$ cat src/rtl/iob_gpio_in_pkg.sv
// Shared constants for the GPIO input capture block: register map,
// debounce threshold and default tick-divider width.
package iob_gpio_in_pkg;

  localparam int ADDR_SYNC     = 0;
  localparam int ADDR_DEB      = 1;
  localparam int ADDR_RISE_EN  = 2;
  localparam int ADDR_FALL_EN  = 3;
  localparam int ADDR_EVENT    = 4;
  localparam int ADDR_IRQ_MASK = 5;
  localparam int ADDR_DEB_DIV  = 6;

  // Counter value meaning "four equal consecutive samples".
  localparam int STABLE_CNT    = 3;

  localparam int DEFAULT_DIV_W = 16;

endpackage

$ cat src/rtl/iob_gpio_in_debounce.sv
// One input pin: 2-flop synchroniser followed by a tick-sampled debouncer
// with a 2-bit saturating stability counter.
module iob_gpio_in_debounce
  import iob_gpio_in_pkg::*;
(
  input  logic clk,
  input  logic arst_n,
  input  logic pin,
  input  logic tick,
  input  logic primed,
  output logic sync_val,
  output logic deb_val
);

  logic       meta_q;
  logic       sync_q;
  logic       prev_q;
  logic       deb_r;
  logic [1:0] cnt_q;
  logic [1:0] cnt_next;

  always_comb begin
    cnt_next = '0;
    if (sync_q == prev_q) begin
      cnt_next = (cnt_q == 2'(STABLE_CNT)) ? cnt_q : cnt_q + 2'd1;
    end
  end

  always_ff @(posedge clk or negedge arst_n) begin
    if (!arst_n) begin
      meta_q <= 1'b0;
      sync_q <= 1'b0;
      prev_q <= 1'b0;
      deb_r  <= 1'b0;
      cnt_q  <= '0;
    end else begin
      meta_q <= pin;
      sync_q <= meta_q;
      if (tick) begin
        prev_q <= sync_q;
        if (!primed) begin
          // First tick after reset adopts the pin level without filtering.
          deb_r <= sync_q;
          cnt_q <= '0;
        end else begin
          cnt_q <= cnt_next;
          if (cnt_next == 2'(STABLE_CNT)) deb_r <= sync_q;
        end
      end
    end
  end

  assign sync_val = sync_q;
  assign deb_val  = deb_r;

endmodule

$ cat src/rtl/iob_gpio_in_capture.sv
// GPIO input capture: synchronised and debounced pins, edge detection into a
// sticky W1C event register, and a maskable level interrupt on the native bus.
module iob_gpio_in_capture
  import iob_gpio_in_pkg::*;
#(
  parameter int GPIO_W = 32,
  parameter int DATA_W = 32,
  parameter int ADDR_W = 3,
  parameter int DIV_W  = DEFAULT_DIV_W
) (
  input  logic                clk,
  input  logic                arst_n,
  input  logic                iob_valid,
  input  logic [ADDR_W-1:0]   iob_addr,
  input  logic [DATA_W-1:0]   iob_wdata,
  input  logic [DATA_W/8-1:0] iob_wstrb,
  output logic [DATA_W-1:0]   iob_rdata,
  output logic                iob_ready,
  input  logic [GPIO_W-1:0]   gpio_input,
  output logic                gpio_irq
);

  // Bus handshake: every cycle with iob_valid high is one request; it is
  // acked by iob_ready exactly one cycle later, with iob_rdata valid then and
  // held until the next request. Non-zero iob_wstrb marks a write, whose
  // register effect is visible from the ack cycle onwards.

  logic [GPIO_W-1:0] sync_vec, deb_vec, deb_q;
  logic [GPIO_W-1:0] rise_en_q, fall_en_q, event_q, irq_mask_q;
  logic [GPIO_W-1:0] rise, fall, w1c, event_next;
  logic [GPIO_W-1:0] wdata_g, wmask_g;
  logic [DIV_W-1:0]  deb_div_q, div_cnt_q;
  logic [DATA_W-1:0] wmask, rd_val, rdata_q;
  logic              tick, primed_q, edge_en_q, ready_q, irq_q;
  logic              is_write;
  logic              wr_rise, wr_fall, wr_event, wr_mask, wr_div;

  always_comb begin
    wmask = '0;
    for (int b = 0; b < DATA_W/8; b++) wmask[b*8 +: 8] = {8{iob_wstrb[b]}};
  end

  assign wdata_g  = iob_wdata[GPIO_W-1:0];
  assign wmask_g  = wmask[GPIO_W-1:0];
  assign is_write = iob_valid && (|iob_wstrb);
  assign wr_rise  = is_write && (iob_addr == ADDR_W'(ADDR_RISE_EN));
  assign wr_fall  = is_write && (iob_addr == ADDR_W'(ADDR_FALL_EN));
  assign wr_event = is_write && (iob_addr == ADDR_W'(ADDR_EVENT));
  assign wr_mask  = is_write && (iob_addr == ADDR_W'(ADDR_IRQ_MASK));
  assign wr_div   = is_write && (iob_addr == ADDR_W'(ADDR_DEB_DIV));

  assign tick = (div_cnt_q == deb_div_q);

  for (genvar i = 0; i < GPIO_W; i++) begin : g_bit
    iob_gpio_in_debounce u_debounce (
      .clk      (clk),
      .arst_n   (arst_n),
      .pin      (gpio_input[i]),
      .tick     (tick),
      .primed   (primed_q),
      .sync_val (sync_vec[i]),
      .deb_val  (deb_vec[i])
    );
  end

  // edge_en_q lags primed_q so the priming load of DEB never looks like an edge.
  assign rise       = deb_vec & ~deb_q & rise_en_q & {GPIO_W{edge_en_q}};
  assign fall       = ~deb_vec & deb_q & fall_en_q & {GPIO_W{edge_en_q}};
  assign w1c        = wr_event ? (wdata_g & wmask_g) : '0;
  assign event_next = (event_q & ~w1c) | rise | fall;

  always_comb begin
    rd_val = '0;
    case (iob_addr)
      ADDR_W'(ADDR_SYNC):     rd_val[GPIO_W-1:0] = sync_vec;
      ADDR_W'(ADDR_DEB):      rd_val[GPIO_W-1:0] = deb_vec;
      ADDR_W'(ADDR_RISE_EN):  rd_val[GPIO_W-1:0] = rise_en_q;
      ADDR_W'(ADDR_FALL_EN):  rd_val[GPIO_W-1:0] = fall_en_q;
      ADDR_W'(ADDR_EVENT):    rd_val[GPIO_W-1:0] = event_q;
      ADDR_W'(ADDR_IRQ_MASK): rd_val[GPIO_W-1:0] = irq_mask_q;
      ADDR_W'(ADDR_DEB_DIV):  rd_val[DIV_W-1:0]  = deb_div_q;
      default:                rd_val = '0;
    endcase
  end

  always_ff @(posedge clk or negedge arst_n) begin
    if (!arst_n) begin
      div_cnt_q  <= '0;
      primed_q   <= 1'b0;
      edge_en_q  <= 1'b0;
      deb_q      <= '0;
      rise_en_q  <= '0;
      fall_en_q  <= '0;
      event_q    <= '0;
      irq_mask_q <= '0;
      deb_div_q  <= '0;
      ready_q    <= 1'b0;
      rdata_q    <= '0;
      irq_q      <= 1'b0;
    end else begin
      if (wr_div || tick) div_cnt_q <= '0;
      else                div_cnt_q <= div_cnt_q + DIV_W'(1);
      if (tick) primed_q <= 1'b1;
      edge_en_q <= primed_q;
      deb_q     <= deb_vec;
      if (wr_rise) rise_en_q  <= (rise_en_q & ~wmask_g) | (wdata_g & wmask_g);
      if (wr_fall) fall_en_q  <= (fall_en_q & ~wmask_g) | (wdata_g & wmask_g);
      if (wr_mask) irq_mask_q <= (irq_mask_q & ~wmask_g) | (wdata_g & wmask_g);
      if (wr_div) begin
        deb_div_q <= (deb_div_q & ~wmask[DIV_W-1:0]) | (iob_wdata[DIV_W-1:0] & wmask[DIV_W-1:0]);
      end
      event_q <= event_next;
      irq_q   <= |(event_next & irq_mask_q);
      ready_q <= iob_valid;
      if (iob_valid) rdata_q <= rd_val;
    end
  end

  assign iob_rdata = rdata_q;
  assign iob_ready = ready_q;
  assign gpio_irq  = irq_q;

endmodule
$ cat config.mk
export PLATFORM = sky130hd
export DESIGN_NAME = iob_gpio_in_capture
export DESIGN_NICKNAME = d
export VERILOG_FILES = /design/src/rtl/iob_gpio_in_pkg.sv /design/src/rtl/iob_gpio_in_debounce.sv /design/src/rtl/iob_gpio_in_capture.sv
export SDC_FILE = /design/constraint.sdc
export NUM_CORES = 1
export LEC_CHECK = 0
export CAP_MARGIN = 5
export CORE_ASPECT_RATIO = 2
export CORE_MARGIN = 2
export CORE_UTILIZATION = 55
export CTS_CLUSTER_SIZE = 30
export DETAILED_ROUTE_END_ITERATION = 8
export DONT_BUFFER_PORTS = 1
export PLACE_DENSITY = 0.81
export SLEW_MARGIN = 5
export SYNTH_ARGS = -nofsm -noshare
export SYNTH_HDL_FRONTEND = slang
export SYNTH_SLANG_ARGS = --single-unit
$ cat constraint.sdc
create_clock -name clk -period 3.5 [get_ports clk]
set_clock_uncertainty 0.1 [all_clocks]
set_input_delay 0.525 -clock clk [delete_from_list [all_inputs] [get_ports clk]]
set_output_delay 0.525 -clock clk [all_outputs]
set_load 0.03 [all_outputs]
==> metrics.md, run 1 <==
| Metric | Value |
|---|---|
| CTS sink count | 420 |
| Routability cong. | 0.998 |
| Die extent in y | between 200 and 300 µm |
| Placed Instances | 2,139 |
| Final Non-Filler Cells | ~2,200 |
| Area of the multi-input gates | 7730 µm² |
| Crit-path cells | xor2_1 > nor4_1 > and4_4 > buf_12 > a31oi_1 > a31oi_1 |
| Total CTS buffers | 37 |
| Final Util | 0.610 |
| Max-slew violation count | 0 |
| Post-route setup slack | approximately 0.97 ns |
| Main combinational cell family by area after synthesis | compound AO/OA/AOI/OAI gates |
| CTS tree | done |
| Mux contribution to synthesized area | 0.112 |
| Seq/Total Area, Yosys | 0.556 |
| Distinct cells, synth | 53 |
| Critical Path Max Stage Delay | around 0.61 ns |
| Status | complete, but fails checks |
| Post-Synth XOR/XNOR Area | 0.0287 |
| Nets | between 1,500 and 2,000 |
| I/O Buffers | 0 |
| Post-synthesis compound-gate area fraction | 0.143 |
| Post-DRT Antenna Nets | 0 |
| Number of detailed-route iterations in the first pass | 6 |
| Reg clk slew, reported paths | ~0.070 ns |
| Initial antenna violation count | 0 |
| Pwr Density | a little over 700 nW/µm² |
| Most frequent cell after synthesis | dfrtp_1 |
| Rows | between 90 and 100 |
| # resized after CTS | 0 |
| Postcts setup bufs | 0 |
| Detailed-route wire length | around 50 mm |
| Post-synth ARST share | 1.00 |
| I/O pins | approximately 110 |
| Mean area per synthesized cell | 10.6 µm² |
| CP max FO | 70 |
| Pleak | approximately 9.5 nW |
| Synthesized area | approximately 19,000 µm² |
| CP Capture Type | register |
| Placed inst area | 19,200 µm² |
| Dominant cells by area after synthesis | dfrtp_1 56%, mux2_2 8.8%, nand2_1 7.0% |
| Worst-Margin Slew | 1.46 ns |
| DIE WIDTH | 135 µm |
| Synth area leader | dfrtp_1 |
| Adder-cell area share of the yosys netlist | 0.000662 |
| Hpwl dp | ~34 mm |
| Total gr overflow | 0 |
| EDFF count, synth | 0 |
| Fmax | between 0.3 and 0.4 GHz |
| Tmin final | between 2 and 3 ns |
| Total nets after synthesis | between 1,500 and 2,000 |
| Yosys warnings | 0 |
| Layout cells sized above 1 | 0.137 |
| Inserted Diodes | 0 |
| Max Cap Viol | 0 |
| Drc violations | 0 |
| Via density | approximately 6.3 |
| Hold WS | -0.409 ns |
| Total track usage | 0.281 |
| Failing checks | hold timing |
| Commonest cells in the netlist | 420 x dfrtp_1, 353 x nand2_1, 147 x mux2_2, 127 x a21oi_1, 88 x a31oi_1 |
| DRT iter0 DRCs | approximately 1,300 |
| Area grow syn2layout | 10.1% |
| H-tree depth | 2 |
| Hold crit path type | input pin to async pin |
| Storage element area | ~11,000 µm² |
| Slew HR | 0.0282 |
| Worst skew pair latency | approximately 0.55 ns |
| Post-CTS Hold Fix Bufs | 37 |
| Setup TNS | 0 ns |
| Worst VDD drop | between 400 and 500 µV |
| Initial core utilization | 0.554 |
| Full die area | 36,000 µm² |
| Post-route cell area | 20,800 µm² |
| Core Area | 34,100 µm² |
| Crit-path slowest cell | and4_4 |
| Vias | 14,200 |
| Largest net degree at the start of global routing | between 400 and 500 |
| Yosys top cell area share | 0.556 |
| Fill cell count | 2,715 |
| Critical path arrival | 2.91 ns |
| Final setup viols | 0 |
| Final hold violation count | 420 |
| Worst endpoint required time | 3.87 ns |
| Pre-CTS WS | 0.804 ns |
| Vias in the first global route | 14,100 |
| Fin crit share | 0.724 |
| CTS root buf | clkbuf_16 |
| Post-Synth Simple-Gate Area | 0.124 |
| RSZ-0062 raised after global routing | no |
| First-pass GRT wire length | 78.1 mm |
| Clock buffer depth | 3 |
| Most used DFF post-synth | dfrtp_1 |
| Kind of start point of the critical path | register |
| Synth Register Bits | 420 |
| WL per Instance | roughly 22 µm |
| Synth Instances | ~1,800 |
| Most frequent CP cell | a31oi_1 |
| Worst Path Class, Setup | register to register |
power by group:
group	leakage [nW]	total, W	internal [W]	switching [W]
sequential	5.21	0.00752	0.00612	0.00141
clock	0.624	0.00419	0.00237	0.00182
combinational	3.63	0.00295	0.00152	0.00143
cells by family (layout without fill, tap and decap cells):
kind of cell | after synthesis | in the layout
flip-flops | 420 | 420
buffers and inverters | 157 | 182
adder cells (fa/ha/maj) | 1 | 1
XOR/XNOR | 62 | 62
multiplexers | 179 | 179
AND/OR/NAND/NOR | 522 | 522
AO/OA/AOI/OAI | 434 | 434
critical path: cells and delay by family, from the launching register on:
kind / cells / cell delay (ns)
buffers and inverters: 1 / 0.33
AOI/OAI and AO/OA: 2 / 0.32
DFF: 1 / 0.42
and+or+nand+nor: 2 / 1.02
xor gates and xnor gates: 1 / 0.19
final cells by class:
cell class                      count  area share
Timing Repair Buffer               52      0.0250
Multi-Input combinational cell   1198       0.372
Clock buffer                       49      0.0510
Tap cell                          441      0.0265
Inverter                           65      0.0117
Clock inverter                     16     0.00872
Sequential cell                   420       0.505
cells in the final DEF (no fill, tap or decap), types with 30 or more instances in the layout:
cell type | synthesis | layout
dlygate4sd3_1 | 0 | 37
a22oi_1 | 33 | 33
a31oi_1 | 88 | 88
clkbuf_16 | 0 | 37
dfrtp_1 | 420 | 418
nor2_1 | 40 | 40
xnor2_1 | 38 | 38
nand2_1 | 353 | 353
a22o_1 | 30 | 30
a21oi_1 | 127 | 127
o21ai_0 | 54 | 54
inv_1 | 64 | 64
mux2_2 | 147 | 147
nand3b_1 | 50 | 50
o21ai_1 | 32 | 32
metal layers:
layer | part of all wire | routed length [µm] | global-route usage | vias up
li1 | - | - | - | 6277
met1 | 0.35 | 17500 | 0.327 | 7103
met2 | 0.51 | 25300 | 0.475 | 580
met3 | 0.059 | 2960 | 0.0375 | 206
met4 | 0.082 | 4080 | 0.200 | 0
met5 | 0 | 0 | 0 | -
final timing paths:
kind                                                       to                        from  depth (start not counted)  slack, ns
worst min-delay path               g_bit[4].u_debounce.meta_q                      arst_n                          0      -0.41
worst min register to register   g_bit[7].u_debounce.sync_val  g_bit[7].u_debounce.meta_q                          0       0.24
max in group asynchronous       g_bit[25].u_debounce.sync_val                      arst_n                          0       2.54
worst max register to register   g_bit[20].u_debounce.deb_val                div_cnt_q[3]                          6       0.97
min in group clk                                     register                iob_wdata[8]                          1       0.02
worst max-delay path             g_bit[20].u_debounce.deb_val                div_cnt_q[3]                          6       0.97
through the flow:
step                      hold slack, ns  total power, W
after floorplan                    0.129         0.00955
after global placement             0.140          0.0102
after detailed placement           0.141          0.0104
after CTS                         -0.431          0.0147
after global routing              -0.433          0.0155
final                             -0.409          0.0147
Power figures use the tool's default switching activity.
==> run 2: changes to the inputs <==
==> constraint.sdc (replaced) <==
create_clock -name clk -period 2.6 [get_ports clk]
set_clock_uncertainty 0.1 [all_clocks]
set_input_delay 0.39 -clock clk [delete_from_list [all_inputs] [get_ports clk]]
set_output_delay 0.39 -clock clk [all_outputs]
set_load 0.03 [all_outputs]
==> run 2 against run 1 <==
Effect of this change: the flow finishes with violations (hold timing, slew limit); first-iteration DRC count rose by 18%; worst hold slack got worse by 0.13 ns; sequential share of layout area fell by 1.3 points; final cell count rose by 2.4%; critical path depth rose by 1; clock-buffer cell count rose by 2; core utilization rose by 1.6 points; fmax rose by 0.47%; routed wire length rose by 4.4%; sequential cell count did not move; critical path type unchanged.
==> metrics.md, run 2 (synthesis results as in run 1) <==
| Metric | Value |
|---|---|
| Commonest non-fill, non-tap cell in the layout | dfrtp_1 |
| Max Cap Viol | 0 |
| Worst skew pair latency | ~0.55 ns |
| Core Area | ~34,000 µm² |
| Max-slew violation count | between 60 and 70 |
| Storage element area | 10,500 µm² |
| Vias | approximately 14,000 |
| Post-CTS Hold Fix Bufs | between 60 and 70 |
| Routability cong. | 1.01 |
| Post-DRT Antenna Nets | 0 |
| Most frequent cells in the layout | 418 x dfrtp_1, 353 x nand2_1, 147 x mux2_2 |
| Status | complete, but fails checks |
| Rows | between 90 and 100 |
| Final setup viols | 0 |
| Initial antenna violation count | 4 |
| Final hold violation count | 420 |
| RSZ-0062 raised after global routing | no |
| Initial core utilization | 0.554 |
| Drc violations | 0 |
| Crit. Startpoint | edge_en_q |
| Pre-CTS WS | 0.142 ns |
| Kind of start point of the critical path | register |
| Reg-to-reg startpoint | edge_en_q |
| Pleak | roughly 9.7 nW |
| Hpwl dp | approximately 34 mm |
| Tmin final | 2.52 ns |
| Fmax | 0.396 GHz |
| H-tree depth | 2 |
| Total CTS buffers | 38 |
| Worst VDD drop | a little over 600 µV |
| Nets | roughly 1,900 |
| First-pass GRT wire length | about 82 mm |
| Via density | 6.30 |
| Tot Pwr | around 0.02 W |
| CP max FO | 32 |
| Hold crit path type | input pin to async pin |
| Largest net degree at the start of global routing | 421 |
| Fin crit share | 0.970 |
| Clock buffer depth | 3 |
| Pwr Density | 947 nW/µm² |
| Worst endpoint required time | a little under 3 ns |
| Setup TNS | 0 ns |
| WL per Instance | 22.7 µm |
| Detailed-route wire length | 52.0 mm |
| Area grow syn2layout | 13.0% |
| Die extent in y | around 270 µm |
| CTS root buf | clkbuf_16 |
| Post-route setup slack | just under 0.08 ns |
| I/O Buffers | 0 |
| Critical path arrival | between 2 and 3 ns |
| CP Capture Type | register |
| Failing checks | hold timing, slew limit |
| Hold WS | -0.540 ns |
| Total gr overflow | 0 |
| Number of detailed-route iterations in the first pass | 9 |
| CTS sink count | 420 |
| Fill cell count | around 2,600 |
| Worst Path Class, Setup | register to register |
| Reg clk slew, reported paths | about 0.070 ns |
| Vias in the first global route | about 15,000 |
| CTS tree | done |
| # resized after CTS | 0 |
| Layout cells sized above 1 | 0.142 |
| Full die area | approximately 36,000 µm² |
| Total track usage | 0.295 |
| DRT iter0 DRCs | roughly 1,500 |
| Area of the multi-input gates | 7730 µm² |
| Slew HR | -0.0125 |
| I/O pins | about 110 |
| Worst-Margin Slew | 1.52 ns |
| DIE WIDTH | around 140 µm |
run 2: worst max-delay path: stages, from the launching register on:
cell       delay [ns]
dfrtp_2          0.55
buf_12           0.24
nand2_1          0.07
a21oi_1          0.05
nor4_1           0.64
nand4_1          0.21
a2111oi_2        0.37
nand3_1          0.12
run 2: where the power goes:
part	internal (W)	leakage, nW	switching [W]
sequential	0.00824	5.21	0.00185
combinational	0.00209	3.85	0.00210
clock	0.00342	0.638	0.00252
total	0.0137	9.71	0.00647
run 2: layout make-up:
cell class,instances,share of cell area
sequential,420,0.492
multi-input combinational,1198,0.362
clock buffer,51,0.0501
timing repair buffer,98,0.0464
tap,441,0.0258
inverter,65,0.0114
clock inverter,17,0.0114
antenna,4,0.000469
run 2: worst paths after layout:
check | end | slack [ns] | depth (start not counted)
max | gpio_irq | 0.08 | 7
min | g_bit[5].u_debounce.meta_q | -0.54 | 0
max reg2reg | gpio_irq | 0.08 | 7
min reg2reg | g_bit[24].u_debounce.sync_val | 0.24 | 0
max in group asynchronous | edge_en_q | 1.72 | 0
min in group clk | iob_rdata[9] | 0.01 | 2
run 2: stage by stage:
step | utilization | cell area [µm²] | instances
6_report | 0.626 | 21400 | 2294
2_1_floorplan | - | 18900 | 1775
3_5_place_dp | 0.566 | 19300 | 2153
5_1_grt | 0.626 | 21400 | 2294
3_3_place_gp | 0.566 | 19300 | 2153
4_1_cts | 0.626 | 21300 | 2290
run 2: layer usage:
| layer | up-vias | global-route usage | share of wire |
|---|---|---|---|
| met4 | 0 | 0.233 | 0.093 |
| li1 | 6375 | - | - |
| met5 | - | 0 | 0 |
| met1 | 7202 | 0.331 | 0.35 |
| met2 | 628 | 0.485 | 0.49 |
| met3 | 253 | 0.0596 | 0.067 |
run 2: what timing repair did:
| action | CTS | global route |
|---|---|---|
| setup endpoints to repair | 0 | 0 |
| setup buffers | 0 | 0 |
| hold endpoints to repair | 621 | 420 |
